## config.mk

```make
export PLATFORM = sky130hd
export DESIGN_NAME = pattern_test_sequencer
export DESIGN_NICKNAME = d
export VERILOG_FILES = /design/src/rtl/pattest_pkg.sv /design/src/rtl/pattest_delay.sv /design/src/rtl/pattern_test_sequencer.sv
export SDC_FILE = /design/constraint.sdc
export NUM_CORES = 1
export LEC_CHECK = 0
export BUFFER_PORTS_ARGS = -buffer_cell sky130_fd_sc_hd__buf_2
export CAP_MARGIN = 0
export CORE_UTILIZATION = 53
export CTS_BUF_LIST = sky130_fd_sc_hd__clkbuf_4
export CTS_CLUSTER_SIZE = 30
export DETAILED_ROUTE_END_ITERATION = 6
export GPL_TIMING_DRIVEN = 0
export MAX_ROUTING_LAYER = met4
export PLACE_DENSITY = 0.83
export SLEW_MARGIN = 20
export SYNTH_ARGS = -nofsm -noshare
export SYNTH_HDL_FRONTEND = slang
export SYNTH_SLANG_ARGS = --single-unit
```

## constraint.sdc

```tcl
create_clock -name clock -period 3.1 [get_ports clock]
set_input_delay 0.31 -clock clock [delete_from_list [all_inputs] [get_ports clock]]
set_output_delay 0.31 -clock clock [all_outputs]
set_load 0.02 [all_outputs]
```

## src/rtl/pattest_pkg.sv

```systemverilog
// rtl/pattest_pkg.sv - shared state encoding and field widths for the pattern test sequencer
//
// Contents:
//   KEY_HS_W / CCODE_W / PAT_W  widths of the finder result fields
//   RESULT_W                    packed result width, laid out as {pat, ccode, key_hs}
//   state_t                     sequencer FSM states
//   pack_result()               builds a packed result from its three fields
package pattest_pkg;

   localparam int KEY_HS_W = 8;
   localparam int CCODE_W  = 12;
   localparam int PAT_W    = 4;
   localparam int RESULT_W = PAT_W + CCODE_W + KEY_HS_W;

   typedef enum logic [1:0] {
      ST_IDLE  = 2'd0,
      ST_RUN   = 2'd1,
      ST_DRAIN = 2'd2,
      ST_DONE  = 2'd3
   } state_t;

   typedef logic [RESULT_W-1:0] result_t;

   function automatic result_t pack_result(input logic [PAT_W-1:0]    p,
                                           input logic [CCODE_W-1:0]  c,
                                           input logic [KEY_HS_W-1:0] k);
      return {p, c, k};
   endfunction

endpackage

```

## src/rtl/pattest_delay.sv

```systemverilog
// rtl/pattest_delay.sv - LATENCY-deep shift register of {valid, data} matching the finder pipeline
//
// Ports:
//   clk_i      clock
//   reset_n_i  synchronous active-low reset, clears valids and data
//   clr_i      synchronous clear of all valid bits (run abort)
//   valid_i    valid bit entering stage 0
//   data_i     payload entering stage 0 ({address, result} or just result)
//   valid_o    valid bit leaving the last stage
//   data_o     payload leaving the last stage
module pattest_delay
   import pattest_pkg::*;
#(
   parameter int LATENCY = 4,
   parameter int DW      = RESULT_W
) (
   input  logic          clk_i,
   input  logic          reset_n_i,
   input  logic          clr_i,
   input  logic          valid_i,
   input  logic [DW-1:0] data_i,
   output logic          valid_o,
   output logic [DW-1:0] data_o
);

   logic [LATENCY-1:0] valid_q;
   logic [DW-1:0]      data_q [LATENCY];

   always_ff @(posedge clk_i) begin
      if (!reset_n_i) begin
         valid_q <= '0;
         for (int i = 0; i < LATENCY; i++) begin
            data_q[i] <= '0;
         end
      end else begin
         // Payload keeps shifting on clear; only the valids need to be killed.
         for (int i = LATENCY - 1; i > 0; i--) begin
            data_q[i] <= data_q[i-1];
         end
         data_q[0] <= data_i;
         if (clr_i) begin
            valid_q <= '0;
         end else begin
            for (int i = LATENCY - 1; i > 0; i--) begin
               valid_q[i] <= valid_q[i-1];
            end
            valid_q[0] <= valid_i;
         end
      end
   end

   assign valid_o = valid_q[LATENCY-1];
   assign data_o  = data_q[LATENCY-1];

endmodule

```

## src/rtl/pattern_test_sequencer.sv

```systemverilog
// rtl/pattern_test_sequencer.sv - steps vector ROM through the pattern finder and scores the results
//
// Optional feature macro: PATTEST_ERRLOG_EN (first-mismatch address/result log)
//
// Ports:
//   clock, reset_n            clock and synchronous active-low reset
//   start, abort              run request (one cycle) and immediate termination
//   vec_adr, vec_inc          vector ROM address and "vector applied this cycle"
//   key_hs/ccode/pat_expect   expected result read from the ROM at vec_adr
//   key_hs, ccode, pat        finder result, LATENCY clocks after the vector
//   busy, done                run in progress, one-cycle completion pulse
//   nchecked, nerrors         saturating compare / mismatch counts for this run
//   first_err_adr/got         address and finder result of the first mismatch
module pattern_test_sequencer
   import pattest_pkg::*;
#(
   parameter int MXADRB   = 12,
   parameter int NVECTORS = 4096,
   parameter int LATENCY  = 4
) (
   input  logic                clock,
   input  logic                reset_n,
   input  logic                start,
   input  logic                abort,
   output logic [MXADRB-1:0]   vec_adr,
   output logic                vec_inc,
   input  logic [KEY_HS_W-1:0] key_hs_expect,
   input  logic [CCODE_W-1:0]  ccode_expect,
   input  logic [PAT_W-1:0]    pat_expect,
   input  logic [KEY_HS_W-1:0] key_hs,
   input  logic [CCODE_W-1:0]  ccode,
   input  logic [PAT_W-1:0]    pat,
   output logic                busy,
   output logic                done,
   output logic [MXADRB:0]     nchecked,
   output logic [MXADRB:0]     nerrors,
   output logic [MXADRB-1:0]   first_err_adr,
   output logic [RESULT_W-1:0] first_err_got
);

   localparam logic [MXADRB-1:0] LAST_ADR   = MXADRB'(NVECTORS - 1);
   localparam logic [3:0]        DRAIN_LAST = 4'(LATENCY - 1);

`ifdef PATTEST_ERRLOG_EN
   localparam int DW = MXADRB + RESULT_W;
`else
   localparam int DW = RESULT_W;
`endif

   state_t              state_q;
   logic [MXADRB-1:0]   vec_adr_q;
   logic                vec_inc_q;
   logic                busy_q;
   logic                done_q;
   logic [3:0]          drain_cnt_q;
   logic [MXADRB:0]     nchecked_q, nchecked_d;
   logic [MXADRB:0]     nerrors_q, nerrors_d;

   logic                start_go;
   result_t             expect_res;
   result_t             got_res;
   logic [DW-1:0]       dl_in;
   logic [DW-1:0]       dl_out;
   logic                dl_valid;
   logic                mismatch;
   logic                cmp_en;

   // Abort beats start, and start is only honoured from IDLE.
   assign start_go = start && !abort && (state_q == ST_IDLE);

   assign expect_res = pack_result(pat_expect, ccode_expect, key_hs_expect);
   assign got_res    = pack_result(pat, ccode, key_hs);

`ifdef PATTEST_ERRLOG_EN
   assign dl_in = {vec_adr_q, expect_res};
`else
   assign dl_in = expect_res;
`endif

   pattest_delay #(
      .LATENCY (LATENCY),
      .DW      (DW)
   ) u_delay (
      .clk_i     (clock),
      .reset_n_i (reset_n),
      .clr_i     (abort),
      .valid_i   (vec_inc_q),
      .data_i    (dl_in),
      .valid_o   (dl_valid),
      .data_o    (dl_out)
   );

   assign mismatch = (dl_out[RESULT_W-1:0] != got_res);
   // A compare landing in the abort cycle is discarded so counters hold.
   assign cmp_en   = dl_valid && !abort;

   // Saturating next-count values.
   assign nchecked_d = (nchecked_q == '1) ? nchecked_q : nchecked_q + 1'b1;
   assign nerrors_d  = (nerrors_q  == '1) ? nerrors_q  : nerrors_q  + 1'b1;

   always_ff @(posedge clock) begin
      if (!reset_n) begin
         state_q     <= ST_IDLE;
         vec_adr_q   <= '0;
         vec_inc_q   <= 1'b0;
         busy_q      <= 1'b0;
         done_q      <= 1'b0;
         drain_cnt_q <= '0;
         nchecked_q  <= '0;
         nerrors_q   <= '0;
      end else begin
         done_q <= 1'b0;
         if (abort) begin
            state_q     <= ST_IDLE;
            vec_adr_q   <= '0;
            vec_inc_q   <= 1'b0;
            busy_q      <= 1'b0;
            drain_cnt_q <= '0;
         end else begin
            case (state_q)
               ST_IDLE: begin
                  if (start) begin
                     state_q   <= ST_RUN;
                     vec_adr_q <= '0;
                     vec_inc_q <= 1'b1;
                     busy_q    <= 1'b1;
                  end
               end
               ST_RUN: begin
                  if (vec_adr_q == LAST_ADR) begin
                     state_q     <= ST_DRAIN;
                     vec_adr_q   <= '0;
                     vec_inc_q   <= 1'b0;
                     drain_cnt_q <= '0;
                  end else begin
                     vec_adr_q <= vec_adr_q + 1'b1;
                  end
               end
               ST_DRAIN: begin
                  // Last vector was issued in the final RUN cycle; LATENCY
                  // drain cycles bring its compare into the counters.
                  if (drain_cnt_q == DRAIN_LAST) begin
                     state_q <= ST_DONE;
                     busy_q  <= 1'b0;
                     done_q  <= 1'b1;
                  end else begin
                     drain_cnt_q <= drain_cnt_q + 4'd1;
                  end
               end
               ST_DONE: begin
                  state_q <= ST_IDLE;
               end
               default: begin
                  state_q <= ST_IDLE;
               end
            endcase
         end

         if (start_go) begin
            nchecked_q <= '0;
            nerrors_q  <= '0;
         end else if (cmp_en) begin
            nchecked_q <= nchecked_d;
            if (mismatch) begin
               nerrors_q <= nerrors_d;
            end
         end
      end
   end

`ifdef PATTEST_ERRLOG_EN
   logic                err_seen_q;
   logic [MXADRB-1:0]   first_err_adr_q;
   result_t             first_err_got_q;

   always_ff @(posedge clock) begin
      if (!reset_n) begin
         err_seen_q      <= 1'b0;
         first_err_adr_q <= '0;
         first_err_got_q <= '0;
      end else if (start_go) begin
         err_seen_q      <= 1'b0;
         first_err_adr_q <= '0;
         first_err_got_q <= '0;
      end else if (cmp_en && mismatch && !err_seen_q) begin
         err_seen_q      <= 1'b1;
         first_err_adr_q <= dl_out[DW-1:RESULT_W];
         first_err_got_q <= got_res;
      end
   end

   assign first_err_adr = first_err_adr_q;
   assign first_err_got = first_err_got_q;
`else
   assign first_err_adr = '0;
   assign first_err_got = '0;
`endif

   assign vec_adr  = vec_adr_q;
   assign vec_inc  = vec_inc_q;
   assign busy     = busy_q;
   assign done     = done_q;
   assign nchecked = nchecked_q;
   assign nerrors  = nerrors_q;

endmodule

```

Word level (Yosys, flattened, before mapping)

Memory sizes are Yosys's and may differ from the RTL's.
Cells that the tools add are included.

Equal/unequal tests: 12
Muxes and demuxes: 22
$add $sub $neg: 4
Reductions and logical operators: 18
Bitwise gates (word level): 8

Operator list:

| kind                                                             | count |
|---|---|
| 24-bit 2-to-1 mux                                                | 4 |
| 13-bit by 1-bit adder with 13-bit output (second input constant) | 2 |
| 13-bit == test (second input constant)                           | 2 |
| 12-bit 2-to-1 mux                                                | 2 |
| 24-bit != test                                                   | 1 |
| 12-bit one-hot mux with 2 select lines                           | 1 |
| 3-bit AND reduction                                              | 5 |
| 12-bit by 1-bit adder with 12-bit output (second input constant) | 1 |
| 12-bit == test (second input constant)                           | 1 |
| 4-bit 2-to-1 mux                                                 | 2 |
| 2-bit != test (second input constant)                            | 4 |
| 2-bit one-hot mux with 4 select lines                            | 1 |
| 4-bit one-hot mux with 2 select lines                            | 1 |
| 1-bit 2-to-1 mux                                                 | 6 |
| 2-bit 2-to-1 mux                                                 | 3 |
| 2-bit nonzero test                                               | 3 |
| 4-bit by 1-bit adder with 4-bit output (second input constant)   | 1 |
| 2-bit == test (second input constant)                            | 2 |
| 4-bit by 2-bit == test with 1-bit output (second input constant) | 1 |
| 1-bit inverter                                                   | 4 |
| 1-bit bitwise OR                                                 | 4 |
| 1-bit one-hot mux with 2 select lines                            | 2 |
| 2-bit AND reduction                                              | 2 |
| 2-bit OR reduction                                               | 2 |
| 5 further kinds                                                  | 7 |

Logic and storage cells: 74
RAM bits: 96
Register bits: 51
Memories: 1

Memories:

| memory         | depth | bits a word | rd ports | clocked after Yosys merged registers in | wr ports | RTL line            | source |
|---|---|---|---|---|---|---|---|
| u_delay.data_q | 4     | 24          | 4        | 0                                       | 4        | pattest_delay.sv:27 | `logic [DW-1:0] data_q [LATENCY];` |

Depth between registers and ports, before layout

Depth after elaboration: 4
Gate-level depth with buffers: 8

Modules after synthesis

Synthesis repeated with hierarchy kept, for this count alone.

Cells, all modules: 544
Area total of the unflattened synthesis: 5509.0 um2

Modules (own cells, without submodules):

| module                 | cells an instance | instances | area each (um2) | sequential area each (um2) |
|---|---|---|---|---|
| pattern_test_sequencer | 333               | 1         | 2803.9          | 940.9 |
| pattest_delay          | 211               | 1         | 2705.1          | 2001.9 |

Least setup slack after synthesis

No wires, ideal clock.

Kind: reg-to-reg
Start point: reg state_q[0]
End point: reg vec_adr_q[9] (netlist: vec_adr[9])
Setup time: 0.128 ns
Setup slack: 1.279 ns
Stages on the path, launching flop included: 9
Period minus slack after synthesis: 1.821 ns
Required time: 2.972 ns
Buffers on the path: 0
Data arrival time: 1.693 ns
Cells stage by stage: dfxtp_1 inv_1 ha_1 mux2i_2 nor3_2 and3_1 nand3_1 xor2_1 nor2_1

Longest elaborated chain between the ends: 3

Ends and longest elaborated chain:

| what                                                                        | RTL line                      | source |
|---|---|---|
| from (decl)                                                                 | pattern_test_sequencer.sv:50  | `state_t state_q;` |
| from (signal assigned)                                                      | pattern_test_sequencer.sv:103 | `state_q <= ST_IDLE;` |
| from (signal assigned)                                                      | pattern_test_sequencer.sv:114 | `state_q <= ST_IDLE;` |
| from (signal assigned)                                                      | pattern_test_sequencer.sv:123 | `state_q <= ST_RUN;` |
| 2-bit by 1-bit == test with 1-bit output or 2-bit zero test (tied branches) | pattern_test_sequencer.sv:120 | `case (state_q)` |
| 2-bit nonzero test (no source line) or 2-bit != test (tied branches)        | n/a                           |  |
| 2-bit AND reduction (no source line)                                        | n/a                           |  |
| to (signal assigned)                                                        | pattern_test_sequencer.sv:136 | `vec_adr_q <= vec_adr_q + 1'b1;` |
| to (decl)                                                                   | pattern_test_sequencer.sv:51  | `logic [MXADRB-1:0] vec_adr_q;` |

Several ways; a longest one is shown, not always the timed one.
A chain may end at the register's enable or synchronous reset.

Worst setup path after layout

Start point: reg state_q[0]
End point: reg nchecked_q[11] (netlist: nchecked[11])

Longest elaborated chain between the ends: 3

Ends and longest elaborated chain:

| what                                | RTL line                      | source |
|---|---|---|
| 2-bit zero test                     | pattern_test_sequencer.sv:69  | `assign start_go = start && !abort && (state_q == ST_IDLE);` |
| 1-bit logical AND                   | pattern_test_sequencer.sv:69  |  |
| 2-bit OR reduction (no source line) | n/a                           |  |
| to (signal assigned)                | pattern_test_sequencer.sv:163 | `nchecked_q <= nchecked_d;` |
| to (decl)                           | pattern_test_sequencer.sv:56  | `logic [MXADRB:0] nchecked_q, nchecked_d;` |

No other way between the ends.

==> impl_metrics.ini <==
[global_routing]
grt_pass1_wl_um = 16900
grt_max_degree = 19
grt_pass1_vias = 3868
grt_antenna_before_repair = 0
grtUsageTotal = 0.201
overflow = 0

[route]
routedWlPerCell_um = 11.5
firstDrtPassIters = 7
wirelength_um = 9960
drtIter0Drc = 136
vias = 4023
detail_route.vias_per_cell = 4.63
ant_nets = 0
drc = 0

[final_layout]
drive_gt1_frac = 0.230
seq_area_um2 = 2940
layout.nets = 782
final_core_util = 0.686
n_antenna_cell = 0
final_cell_mix = dfxtp_1 (147), and2_1 (102), buf_2 (93), nor2_1 (48), xnor2_1 (38)
layout_commonest_cell = dfxtp_1
layout-area-overhead-vs-synth_pct = 23.8
multi_input_comb_area_um2 = 2310
fillers = 742

[power_and_ir_drop]
seq_power_share = 0.572
combPwrFrac = 0.079
vdd.ir_drop.worst_mv = 0.310
switchingPower_uw = 954
pwr-share-clk = 0.348
leakage_nw = 3.03
p_sw_frac = 0.280
powerDensity_nw_per_um2 = 501
internal_power_mw = 2.45

[yosys]
synth_flop_cell = dfxtp_1
netlist_instances = 553
syn_avg_cell_area_um2 = 9.94
synth_edf_count = 0
syn_area_um2 = 5500
ys_async_sr_fraction = 0
ys_seq_elements = 147
yosysTopAreaCell = dfxtp_1
yosysWarnings = 0
seq_area_frac_synth = 0.536
ys_top_cells_by_area = dfxtp_1 (54%), and2_1 (12%), xnor2_1 (6.1%)
synth_cell_types = 44
synth_top_area_share = 0.536

[timing]
finalSetupViolations = 0
slew_headroom = 0.609
rsz0062_at_grt = false
finalCriticalPeriod_ns = 2.09
final.setup.tns_ns = 0
max_freq_mhz = 477
period_share = 0.676
finClkSkew_ns = 0.0187
worst_slack_ns = 1.01
tightest_slew_ns = 0.574
drv_slew = 0
final-hold-violation-count = 0

[die]
die_width_um = 104
fp.coreArea_um2 = 9910
num_rows = 36
die_h_um = 104
die_area_um2 = 10800
initial_core_util = 0.555
io_pins = 129

[clock_network]
cts-root-buf = clkbuf_4
cts.clk_slew.worst_paths_ns = 0.15
postCtsSetupBuffers = 0
tritoncts = done
cts.sinks = 147
clk_latency_ns = 0.52
cts_buffers = 17
h-tree-depth = 4
cts_buffer_depth = 2

[place]
port_buffers = 91
gp_congestion = 0.783
hpwlAfterDp_um = 7200
pre_cts_slack_ns = 1.04

[worst_setup_path]
cp-start-kind = flip-flop
critical_path_class = flip-flop to flip-flop
required_ns = 3.50
crit_fanout = 10
endpoint_kind = flip-flop
worstPathArrival_ns = 2.49

[run_status]
status = completed

[hold_path]
hold_path.class = input pin to flip-flop

[job]
cap_violations = 0
==> kinds of logic after synthesis <==
family                     after synthesis  share of synthesized area
muxes                                    7                     0.0137
AOI/OAI and AO/OA                       49                     0.0601
buffers and inverters                   63                     0.0688
adders and majority gates                8                     0.0182
DFF                                    147                      0.536
xor gates and xnor gates                44                     0.0701
other                                    1                   0.000682
and+or+nand+nor                        234                      0.233
==> cell usage after synthesis, drive strengths merged (3+ instances only) <==
cell and n:
a21oi 13, a31o 3, a31oi 7, a41o 5, and2 102, and3 11
and4 3, buf 40, clkbuf 16, dfxtp 147, ha 8, inv 7
mux2i 6, nand2 26, nand2b 4, nand3 10, nand4 11, nor2 48
nor2b 5, nor3 7, o21a 3, o21ai 10, or3 3, xnor2 38
xor2 6
==> per-layer routing <==
metal  vias to the layer above  GRT usage  routed length, µm
met5                         -          -                  0
met4                         0     0.0827                166
met3                        14     0.0548                433
met2                       116      0.359               5340
met1                      1814      0.207               4020
li1                       2079          -                  -
==> stage by stage <==
step | hold slack [ns] | instances | power [mW] | area (µm²)
4_1_cts | 0.152 | 868 | 3.44 | 6800
6_report | 0.205 | 868 | 3.41 | 6800
5_1_grt | 0.199 | 868 | 3.57 | 6800
3_5_place_dp | 0.415 | 812 | 2.23 | 6250
2_1_floorplan | 0.406 | 588 | 2.17 | 5630
3_3_place_gp | 0.410 | 812 | 2.23 | 6250
==> sequential cells by signal (all words and copies together), names as in the netlist <==
signal	flops
u_delay.data_q	96
nchecked	13
nerrors	13
vec_adr	12
drain_cnt_q	4
u_delay.valid_q	4
state_q	2
busy	1
done	1
vec_inc	1
==> cell type report <==
class	instances	share of cell area
Multi-Input combinational cell	378	0.339
Buffer	56	0.0517
Clock buffer	17	0.0188
Clock inverter	15	0.0274
Tap cell	133	0.0245
Inverter	7	0.00386
Sequential cell	147	0.433
Timing Repair Buffer	115	0.102
==> worst max-delay path, stage by stage, from the launching register on <==
cell,delay [ns]
dfxtp_1,0.34
inv_1,0.11
ha_1,0.27
nand2_1,0.12
o21ai_1,0.35
buf_2,0.29
buf_1,0.40
nor2_1,0.10
==> power by group through the flow <==
stage	Combinational [mW]	Clock [mW]	Sequential (mW)
after floorplan	0.178	0	1.99
after global placement	0.237	0	1.99
after detailed placement	0.244	0	1.99
after CTS	0.267	1.22	1.95
after global routing	0.298	1.31	1.95
final	0.271	1.19	1.95
==> path summary, 6_finish.rpt <==
kind / startpoint / slack (ns) / to / depth (start not counted)
setup reg to reg: state_q[0] / 1.01 / nchecked[11] / 7
setup / recovery: state_q[0] / 1.01 / nchecked[11] / 7
hold / removal: abort / 0.21 / vec_adr[2] / 4
hold reg to reg: u_delay.valid_q[2] / 0.43 / u_delay.valid_q[3] / 1
==> timing repair <==
action | 4_1_cts | 5_1_grt
hold endpoints to repair | 24 | 0
resized for setup | 0 | 0
hold buffers | 24 | 0
No activity file was read; power rests on OpenSTA's default activity.
